<file path="src/rtl/page_pkg.sv">
// page_pkg: shared definitions for the page stream bridge.
//   kstate_t  - kernel start/run control FSM states
//   STAT_BITS - width of each per-channel transfer counter
//   clog2()   - elaboration-time ceiling log2 helper for pointer sizing
package page_pkg;

  typedef enum logic [1:0] {
    IDLE  = 2'd0,
    START = 2'd1,
    RUN   = 2'd2
  } kstate_t;

  localparam int STAT_BITS = 32;

  function automatic int clog2(input int value);
    int r;
    r = 0;
    for (int i = 0; i < 31; i++) begin
      if ((1 << i) < value) r = i + 1;
    end
    return r;
  endfunction

endpackage

</file>
<file path="src/rtl/page_chan_fifo.sv">
// page_chan_fifo: one decoupling FIFO channel with valid/ack on both sides.
//   clk, reset        - clock, synchronous active-high reset (pointers only)
//   wr_data/wr_vld    - write side data and valid
//   wr_ack            - write side accept, derived from registered state only
//   rd_data/rd_vld    - read side data (zero when empty) and valid
//   rd_ack            - read side accept
// Pointers carry one extra wrap bit so full and empty are distinguishable
// without a separate occupancy counter.
module page_chan_fifo
  import page_pkg::*;
#(
  parameter int WIDTH = 32,
  parameter int DEPTH = 4
) (
  input  logic             clk,
  input  logic             reset,
  input  logic [WIDTH-1:0] wr_data,
  input  logic             wr_vld,
  output logic             wr_ack,
  output logic [WIDTH-1:0] rd_data,
  output logic             rd_vld,
  input  logic             rd_ack
);

  localparam int AW = clog2(DEPTH);
  localparam logic [AW:0] PTR_ONE = 1;

  logic [AW:0]      wr_ptr;
  logic [AW:0]      rd_ptr;
  logic [WIDTH-1:0] mem [DEPTH];
  logic             full;
  logic             empty;
  logic             push;
  logic             pop;

  assign full  = (wr_ptr[AW] != rd_ptr[AW]) && (wr_ptr[AW-1:0] == rd_ptr[AW-1:0]);
  assign empty = (wr_ptr == rd_ptr);

  // A pop on a full FIFO does not free the slot for the same cycle's push:
  // ack is a pure function of the registered pointers.
  assign wr_ack = !full;
  assign push   = wr_vld && !full;
  assign pop    = rd_ack && !empty;

  assign rd_vld  = !empty;
  // Gating with empty keeps the output at zero out of reset without
  // having to reset the storage array.
  assign rd_data = empty ? '0 : mem[rd_ptr[AW-1:0]];

  always_ff @(posedge clk) begin
    if (reset) begin
      wr_ptr <= '0;
      rd_ptr <= '0;
    end else begin
      if (push) wr_ptr <= wr_ptr + PTR_ONE;
      if (pop)  rd_ptr <= rd_ptr + PTR_ONE;
    end
  end

  always_ff @(posedge clk) begin
    if (push) mem[wr_ptr[AW-1:0]] <= wr_data;
  end

endmodule

</file>
<file path="src/rtl/page_stream_bridge.sv">
// page_stream_bridge: buffering and start control between a page's
// leaf_interface and its HLS kernel.
//   clk, reset                    - clock, synchronous active-high reset
//   din_if/vld_if/ack_if          - interface -> bridge, per input channel
//   dout_krn/vld_krn/ack_krn      - bridge -> kernel Input_k
//   din_krn/vld_krn_out/ack_krn_out - kernel Output_k -> bridge
//   dout_if/vld_if_out/ack_if_out - bridge -> interface, per output channel
//   kernel_go                     - one-shot start request (AUTO_RESTART=0)
//   ap_start/ap_ready/ap_done     - kernel block-level control
//   busy                          - high while in START or RUN
//   stat_words                    - per-channel read-side transfer counters,
//                                   only when PAGE_BRIDGE_STATS_EN is defined
// Counter order in stat_words: input channels first, then output channels.
module page_stream_bridge
  import page_pkg::*;
#(
  parameter int PAYLOAD_BITS  = 32,
  parameter int NUM_IN_PORTS  = 1,
  parameter int NUM_OUT_PORTS = 1,
  parameter int FIFO_DEPTH    = 4,
  parameter int AUTO_RESTART  = 1
) (
  input  logic                                  clk,
  input  logic                                  reset,
  input  logic [NUM_IN_PORTS*PAYLOAD_BITS-1:0]  din_if,
  input  logic [NUM_IN_PORTS-1:0]               vld_if,
  output logic [NUM_IN_PORTS-1:0]               ack_if,
  output logic [NUM_IN_PORTS*PAYLOAD_BITS-1:0]  dout_krn,
  output logic [NUM_IN_PORTS-1:0]               vld_krn,
  input  logic [NUM_IN_PORTS-1:0]               ack_krn,
  input  logic [NUM_OUT_PORTS*PAYLOAD_BITS-1:0] din_krn,
  input  logic [NUM_OUT_PORTS-1:0]              vld_krn_out,
  output logic [NUM_OUT_PORTS-1:0]              ack_krn_out,
  output logic [NUM_OUT_PORTS*PAYLOAD_BITS-1:0] dout_if,
  output logic [NUM_OUT_PORTS-1:0]              vld_if_out,
  input  logic [NUM_OUT_PORTS-1:0]              ack_if_out,
  input  logic                                  kernel_go,
  output logic                                  ap_start,
  input  logic                                  ap_ready,
  input  logic                                  ap_done,
  output logic                                  busy
`ifdef PAGE_BRIDGE_STATS_EN
  ,
  output logic [(NUM_IN_PORTS+NUM_OUT_PORTS)*STAT_BITS-1:0] stat_words
`endif
);

  localparam logic AUTO = (AUTO_RESTART != 0);

  // ---- channel FIFOs: interface -> kernel ----
  for (genvar i = 0; i < NUM_IN_PORTS; i++) begin : g_in
    page_chan_fifo #(.WIDTH(PAYLOAD_BITS), .DEPTH(FIFO_DEPTH)) u_fifo (
      .clk     (clk),
      .reset   (reset),
      .wr_data (din_if[i*PAYLOAD_BITS +: PAYLOAD_BITS]),
      .wr_vld  (vld_if[i]),
      .wr_ack  (ack_if[i]),
      .rd_data (dout_krn[i*PAYLOAD_BITS +: PAYLOAD_BITS]),
      .rd_vld  (vld_krn[i]),
      .rd_ack  (ack_krn[i])
    );
  end

  // ---- channel FIFOs: kernel -> interface ----
  for (genvar i = 0; i < NUM_OUT_PORTS; i++) begin : g_out
    page_chan_fifo #(.WIDTH(PAYLOAD_BITS), .DEPTH(FIFO_DEPTH)) u_fifo (
      .clk     (clk),
      .reset   (reset),
      .wr_data (din_krn[i*PAYLOAD_BITS +: PAYLOAD_BITS]),
      .wr_vld  (vld_krn_out[i]),
      .wr_ack  (ack_krn_out[i]),
      .rd_data (dout_if[i*PAYLOAD_BITS +: PAYLOAD_BITS]),
      .rd_vld  (vld_if_out[i]),
      .rd_ack  (ack_if_out[i])
    );
  end

  // ---- kernel control FSM ----
  kstate_t state;
  kstate_t next_state;

  always_ff @(posedge clk) begin
    if (reset) state <= IDLE;
    else       state <= next_state;
  end

  always_comb begin
    next_state = state;
    ap_start   = 1'b0;
    case (state)
      IDLE: begin
        // kernel_go is only looked at here, so requests while busy are dropped.
        if (AUTO || kernel_go) next_state = START;
      end
      START: begin
        ap_start = 1'b1;
        if (ap_ready) next_state = (!AUTO && ap_done) ? IDLE : RUN;
      end
      RUN: begin
        // Free-running mode keeps ap_start high so the kernel re-launches.
        ap_start = AUTO;
        if (!AUTO && ap_done) next_state = IDLE;
      end
      default: next_state = IDLE;
    endcase
  end

  assign busy = (state == START) || (state == RUN);

`ifdef PAGE_BRIDGE_STATS_EN
  // ---- read-side transfer counters ----
  logic [NUM_IN_PORTS+NUM_OUT_PORTS-1:0] rd_xfer;
  assign rd_xfer = {vld_if_out & ack_if_out, vld_krn & ack_krn};

  for (genvar c = 0; c < NUM_IN_PORTS + NUM_OUT_PORTS; c++) begin : g_stat
    logic [STAT_BITS-1:0] cnt;
    always_ff @(posedge clk) begin
      if (reset)           cnt <= '0;
      else if (rd_xfer[c]) cnt <= cnt + 1'b1;
    end
    assign stat_words[c*STAT_BITS +: STAT_BITS] = cnt;
  end
`endif

endmodule

</file>
<file path="config.mk">
export PLATFORM = sky130hd
export DESIGN_NAME = page_stream_bridge
export DESIGN_NICKNAME = d
export VERILOG_FILES = /design/src/rtl/page_pkg.sv /design/src/rtl/page_chan_fifo.sv /design/src/rtl/page_stream_bridge.sv
export SDC_FILE = /design/constraint.sdc
export NUM_CORES = 1
export LEC_CHECK = 0
export CORE_MARGIN = 3
export CORE_UTILIZATION = 59
export DETAILED_ROUTE_END_ITERATION = 12
export PLACE_DENSITY = 0.85
export SLEW_MARGIN = 15
export SYNTH_ARGS = -nofsm -noshare
export SYNTH_HDL_FRONTEND = slang
export SYNTH_HIERARCHICAL = 1
export SYNTH_SLANG_ARGS = --single-unit
export TNS_END_PERCENT = 10
</file>
<file path="constraint.sdc">
create_clock -name clk -period 4.7 [get_ports clk]
set_input_delay 0.94 -clock clk [delete_from_list [all_inputs] [get_ports clk]]
set_output_delay 0.94 -clock clk [all_outputs]
set_load 0.05 [all_outputs]
</file>
==> After elaboration in Yosys (flattened, before gate mapping) <==
Memories as Yosys holds them, arrays and structs flattened. A register that Yosys moved wholly into a read port is not among the register bits.
Index checks and enable logic that the tools add are counted.
{ "totals": {"ram_bits": 256, "mem_count": 2, "reg_bits": 14, "out_inout_bits": 70} }
{ "mem_list": {"columns": ["name", "depth", "width", "read_ports", "rd_ports_with_merged_regs", "write_ports", "line", "source"], "rows": [
  ["g_in[0].u_fifo.mem", 4, 32, 1, 1, 1, "page_chan_fifo.sv:30", "logic [WIDTH-1:0] mem [DEPTH];"],
  ["g_out[0].u_fifo.mem", 4, 32, 1, 1, 1, "page_chan_fifo.sv:30", null]
]} }
{ "op_classes": {"n_reduce_logical": 14, "eq_ne": 9, "n_bitwise": 1, "n_addsub": 4, "n_mux": 13} }
{ "ops": {"columns": ["op", "n"], "rows": [
  ["2-to-1 mux 32 bit", 2],
  ["adder 3 x 1 -> 3 bit, second input constant", 4],
  ["2-to-1 mux 2 bit", 5],
  ["== test 3 bit", 2],
  ["logical AND 1 bit", 6],
  ["case mux 2 bit (3 select lines)", 1],
  ["2-to-1 mux 1 bit", 5],
  ["== test 2 bit", 2],
  ["logical NOT 1 bit", 4],
  ["== test 2 x 1 -> 1 bit, second input constant", 1],
  ["== test 2 bit, second input constant", 1],
  ["logical NOT 2 bit", 1],
  ["inequality test 1 bit", 2],
  ["inequality test 2 bit, second input constant", 1],
  ["AND reduction 2 bit", 1],
  ["OR reduction 2 bit", 1],
  ["logical OR 1 bit", 1],
  ["inverter 1 bit", 1]
]} }

==> Logic depth before layout (Yosys ltp) <==
Gate-level depths: netlist of run 1.
{ "logic_depth": {"ltp_word": 6, "mapped_depth": 5, "mapped_depth_nobuf": 4} }

==> Cells and area by module <==
Netlist of run 1, hierarchy kept.
{ "modules_own_cells": {"columns": ["module", "instances", "cells_per_inst", "seq_area_each_um2", "area_per_inst_um2"], "rows": [
  ["page_chan_fifo", 2, 273, 4003.8, 5407.7],
  ["page_stream_bridge", 1, 16, 40.0, 148.9]
]} }

==> Worst setup path after synthesis of run 1 <==
No wires, ideal clock.
{ "synth_path": {"kind": "input -> register", "startpoint": "in vld_if", "endpoint": "mem g_in[0].u_fifo.mem[3][0], enable pin", "arrival_ns": 2.613, "path_stages": 2, "path_slack_ns": 1.655, "required_ns": 4.268, "path_cell_list": "nand2_1 > a21oi_1"} }
{ "synth_between": {"elab_chain_cells": 3} }
{ "synth_lines": {"columns": ["element", "line", "source"], "rows": [
  ["start: declaration", "page_stream_bridge.sv:26", "input logic [NUM_IN_PORTS-1:0] vld_if,"],
  ["logical AND 1 bit", "page_chan_fifo.sv:42", "assign push = wr_vld && !full;"],
  ["2-to-1 mux 1 bit", "page_chan_fifo.sv:61", "if (push) mem[wr_ptr[AW-1:0]] <= wr_data;"],
  ["2-to-1 mux 1 bit (not written as such)", "page_chan_fifo.sv:61", null],
  ["end: declaration", "page_chan_fifo.sv:30", null]
]} }
No other way between the ends.

==> Worst setup path in the final report of run 1 <==
{ "layout_path": {"startpoint": "reg g_in[0].u_fifo.wr_ptr[1]", "endpoint": "out dout_krn[11]"} }
{ "layout_between": {"elab_chain_cells": 2} }
{ "layout_lines": {"columns": ["element", "line", "source"], "rows": [
  ["start: declaration", "page_chan_fifo.sv:28", "logic [AW:0] wr_ptr;"],
  ["start signal: assignment", "page_chan_fifo.sv:55", "if (push) wr_ptr <= wr_ptr + PTR_ONE;"],
  ["== test 3 bit", "page_chan_fifo.sv:37", "assign empty = (wr_ptr == rd_ptr);"],
  ["2-to-1 mux 32 bit", "page_chan_fifo.sv:48", "assign rd_data = empty ? '0 : mem[rd_ptr[AW-1:0]];"],
  ["end: declaration", "page_stream_bridge.sv:28", "output logic [NUM_IN_PORTS*PAYLOAD_BITS-1:0] dout_krn,"]
]} }
No other way between the ends.

==> flow_summary.ini, run 1 <==
[cts]
cts_root_buf = clkbuf_16
ctsResizeCount = 0
path_clk_slew_ns = 0.06
cts_setup_buffers = 0
cts_inserted_buffers = 27
cts_hold_buf = 0
htree_levels = 1
cts.sinks = 274
clockBufferDepth = 3
insertion_delay_ns = 0.52
cts_tree = done

[global_route]
antenna_found_initial = 0
track_usage = 0.2065
grt_pass1_vias = 5906
grt_pass1_wl_um = 32440
grt_max_degree = 34
gr-total-overflow = 0

[timing]
fmax_ghz = 0.2556
layout_min_cycle_time_ns = 3.912
rsz0062_at_grt = false
skew_ns = 0.006965
maxSlewHeadroom = 0.4269
holdWs_ns = 0.5162
hold_violations = 0
tightestPinTransition_ns = 0.8569
period_share = 0.8324
setup_viol = 0
finalSetupTns_ns = 0
drv_slew = 0

[floorplan]
io_pins = 143
floorplan.die_area_um2 = 20260
die_h_um = 142.3
core_um2 = 18090
rows = 49
die_w_um = 142.3
initial_utilization = 0.6062

[drt]
wl_per_cell_um = 21.60
postRouteAntennaNets = 0
viasPerCell = 5.849
vias = 5668
drt-pass1-iter-count = 4
routed_wl_um = 20930
drt_iter0_markers = 385
drc = 0

[synthesis]
ys_warn_count = 6
netlist_top_cells_area = edfxtp_1 (70%), mux4_2 (13%), nor2b_1 (3.9%)
yosysTopAreaCell = edfxtp_1
synth_ff_type = edfxtp_1
synthArstFlopShare = 0
synthDistinctLibCells = 33
syn_nets = 648
syn-mean-instance-area_um2 = 19.51
synth_top_area_share = 0.7011
synth-seq-cells = 274
synthTopCellsByCount = edfxtp_1 (256), nor2b_1 (68), mux4_2 (64)
yosysSeqAreaShare = 0.7340
synth_enable_flop_cells = 256
syn_area_um2 = 10960
synth_most_common_cell = edfxtp_1
postSynthCellCount = 562

[finish]
syn_to_final_growth_pct = 23.69
drive_gt1_frac = 0.1811
fillers = 969
fin_cells = 969
multi_input_area_um2 = 2760
ff_latch_area_um2 = 8050
diodes = 0
fin_nets = 806

[flow_run]
maxCapViolations = 0

[placement]
dp_hpwl_um = 13050
io_buffers = 140
place_congestion = 0.8142
place_inst = 919

[outcome]
status = complete, no violations

[critical_path]
worstSetupEndpointType = output port
worstPathRequired_ns = 3.76
worstSetupPathType = flip-flop to output port
start_kind = flip-flop
r2r_setup_slack_ns = 2.54
path_max_fanout = 33
arrival_ns = 2.97

[hold_path]
min_path_type = flip-flop to flip-flop
through the flow:
step	utilization	setup WS (ns)	cell area, um2
global route	0.7498	0.6748	13560
CTS	0.7483	0.7642	13530
floorplan	-	1.655	10960
detailed placement	0.7000	1.340	12660
finish	0.7498	0.7877	13560
global placement	0.7000	1.371	12660
cell type report:
cell class,count,share of cell area
timing repair buffer,156,0.1137
clock buffer,34,0.05480
tap,229,0.02113
inverter,13,0.003598
sequential,274,0.5936
clock inverter,15,0.009687
multi-input combinational,248,0.2035
cell families (layout without fill, tap and decap cells):
group,after synthesis,count (layout),share of synthesized area
xor gates and xnor gates,12,12,0.01232
and+or+nand+nor,124,124,0.06881
DFF,274,274,0.7340
muxes,65,65,0.1324
adders and majority gates,13,13,0.01484
AOI/OAI and AO/OA,34,34,0.02020
buffers and inverters,40,218,0.01746
critical path, stage by stage (launching register included):
cell and delay, ns:
dfxtp_1 0.54, xor2_1 0.45, nor3_4 0.07, buf_4 0.26, nor2b_1 0.25, clkdlybuf4s50_1 0.85
cells in the final DEF, fill, tap and decap left out, types with 8 or more instances in the layout:
cell             synthesis  layout
buf_4                    7      15
clkbuf_16                0      28
clkdlybuf4s50_1          0     140
dfxtp_1                 18      16
edfxtp_1               256     256
ha_1                    13      13
inv_1                   13      13
mux4_2                  64      64
nand2_1                 10      10
nand3_1                 12      12
nand4_1                  8       8
nor2b_1                 68      68
nor3b_1                  8       8
o21ai_0                  8       8
metal layers:
layer / up-vias / global-route usage / routed length, um
li1: 2567 / - / -
met1: 2897 / 0.2729 / 8465
met2: 160 / 0.3657 / 11130
met3: 44 / 0.02890 / 846
met4: 0 / 0.05653 / 485
met5: - / 0 / 0
sequential cells by signal, indices dropped and copies added, names as in the netlist, named ones only:
signal and flops:
g_out.u_fifo/rd_ptr 3, g_out.u_fifo/wr_ptr 3, g_in.u_fifo/rd_ptr 3, state 2, g_in.u_fifo/mem 128, g_in.u_fifo/wr_ptr 3, g_out.u_fifo/mem 128
final timing paths:
path                                          startpoint  cells after the start                        end
worst max-delay path            g_in[0].u_fifo/wr_ptr[1]                      5               dout_krn[11]
worst min-delay path                            state[0]                      2                   state[0]
worst max register to register  g_in[0].u_fifo/wr_ptr[1]                      4  g_in[0].u_fifo/mem[3][21]
worst min register to register                  state[0]                      2                   state[0]
Power of run 1 is left out: the tool's default activity adds up to more than one toggle a clock period on the data nets, which glitch-free logic cannot reach.
==> inputs of run 2 (changes only) <==
Settings changed: CORE_UTILIZATION 59 to 55, PLACE_DENSITY 0.85 to 0.8.
Clock period 4.7 ns to 3.83 ns, I/O delays scaled along.
==> run 2 against run 1 <==
  * Register-to-register slack got worse by 0.98 ns
  * First-iteration DRC count is 19% lower
  * Die area up 7.0%
  * Wire length increased by 1.1%
  * Via count grew 0.28%
  * Global-route usage down 0.94 points
  * Critical endpoint is now dout_if[2]
==> flow_summary.ini, run 2 (same netlist as run 1, synthesis figures left out) <==
[drt]
drt-pass1-iter-count = 5
viasPerCell = 5.667
vias = 5684
drc = 0
wl_per_cell_um = 21.10
routed_wl_um = 21160
postRouteAntennaNets = 0
drt_iter0_markers = 312

[critical_path]
r2r_start = g_in[0].u_fifo/wr_ptr[0]
cpPeakStageDelay_ns = 0.86
cp_slowest_cell = clkdlybuf4s50_1
path_max_fanout = 33
reg2reg_to = g_in[0].u_fifo/mem[2][29]
worstSetupEndpointType = output port
worstPathRequired_ns = 3.06
start_kind = flip-flop
worstSetupPathType = flip-flop to output port
r2r_setup_slack_ns = 1.56
setup.worst_path.start = g_out[0].u_fifo/wr_ptr[2]
worst_r2r_path_depth = 3
arrival_ns = 2.89
crit_chain = xor2_2 > nor3_4 > buf_4 > nor2b_1 > clkdlybuf4s50_1
endpoint = dout_if[2]

[timing]
tightestPinTransition_ns = 0.8814
fmax_ghz = 0.2734
finalSetupTns_ns = 0
drv_slew = 0
rsz0062_at_grt = false
period_share = 0.9550
setup_viol = 0
layout_min_cycle_time_ns = 3.658
skew_ns = 0.01034
hold_violations = 0
maxSlewHeadroom = 0.4124

[global_route]
grt_max_degree = 34
track_usage = 0.1970
gr-total-overflow = 0
grt_pass1_vias = 6183
grt_pass1_wl_um = 33960
antenna_found_initial = 0

[cts]
cts.sinks = 274
cts_inserted_buffers = 28
htree_levels = 1
path_clk_slew_ns = 0.06
insertion_delay_ns = 0.52
cts_root_buf = clkbuf_16
clockBufferDepth = 3
cts_tree = done
cts_hold_buf = 0

[placement]
io_buffers = 140
place_congestion = 0.8585
place_inst = 954
dp_hpwl_um = 12940

[floorplan]
die_h_um = 147.2
rows = 51
floorplan.die_area_um2 = 21660
io_pins = 143
core_um2 = 19530
die_w_um = 147.2
initial_utilization = 0.5615

[finish]
diodes = 0
fillers = 1246
fin_cells = 1003
multi_input_area_um2 = 2769
syn_to_final_growth_pct = 23.83
layout_commonest_cell = edfxtp_1
final_cell_mix = edfxtp_1 (256), clkdlybuf4s50_1 (137), nor2b_1 (68), mux4_2 (64), clkbuf_16 (29)
ff_latch_area_um2 = 8050
drive_gt1_frac = 0.1802
fin_nets = 806

[outcome]
status = complete, no violations

[hold_path]
min_path_type = flip-flop to flip-flop

[flow_run]
maxCapViolations = 0
==> run 2: changes by cell type in the layout (fill, tap and decap cells not counted), sizes merged <==
cell,delta
inv,-3
bufinv,-2
clkdlybuf4s50,-3
clkinv,-1
buf,+2
clkbuf,+5
==> run 2: critical path, delay by kind of cell, from the launching register on <==
| kind | cells | cell delay, ns |
|---|---|---|
| buf+inv | 2 | 1.13 |
| simple gates | 2 | 0.26 |
| xor+xnor | 1 | 0.51 |
| flops | 1 | 0.46 |
==> run 2: metrics by stage <==
| step | hold slack [ns] | util | setup WS [ns] | area [um2] |
|---|---|---|---|---|
| after global routing | 0.5771 | 0.6953 | 0.06939 | 13580 |
| after detailed placement | 0.5350 | 0.6512 | 0.6116 | 12720 |
| final | 0.5312 | 0.6953 | 0.1723 | 13580 |
| after global placement | 0.4772 | 0.6512 | 0.7178 | 12720 |
| after floorplan | 0.4653 | - | 0.9436 | 10960 |
| after CTS | 0.5400 | 0.6945 | 0.0006488 | 13560 |
==> run 2: timing repair <==
action                     4_1_cts  5_1_grt
setup endpoints to repair        0       29
buffers inserted                 0        1
gates resized for setup          0        1
==> run 2: worst min-delay path by stage <==
stage	from	end	cells after the start
floorplan	state[0]	state[0]	2
global placement	state[0]	state[0]	2
detailed placement	state[0]	state[0]	2
CTS	state[0]	state[0]	2
global route	state[0]	state[0]	2
finish	state[0]	state[0]	2
==> run 2: routing by layer <==
metal  track usage  wire length [um]  part of all wire  vias to the layer above
met5             0                 0                 0                        -
met3       0.02591              1046             0.049                       47
met2        0.3426             11090              0.52                      176
li1              -                 -                 -                     2558
met4       0.06104               580             0.027                        0
met1        0.2633              8445              0.40                     2903
==> run 2: area by class of cell <==
class	count	area share
well taps	265	0.02442
repair buffers	155	0.1128
inverters	13	0.003594
multi-input cells	248	0.2039
clock inverters	9	0.003133
flip-flops and latches	274	0.5929
clock buffers	39	0.05916
Power of run 2 is left out for the same reason.
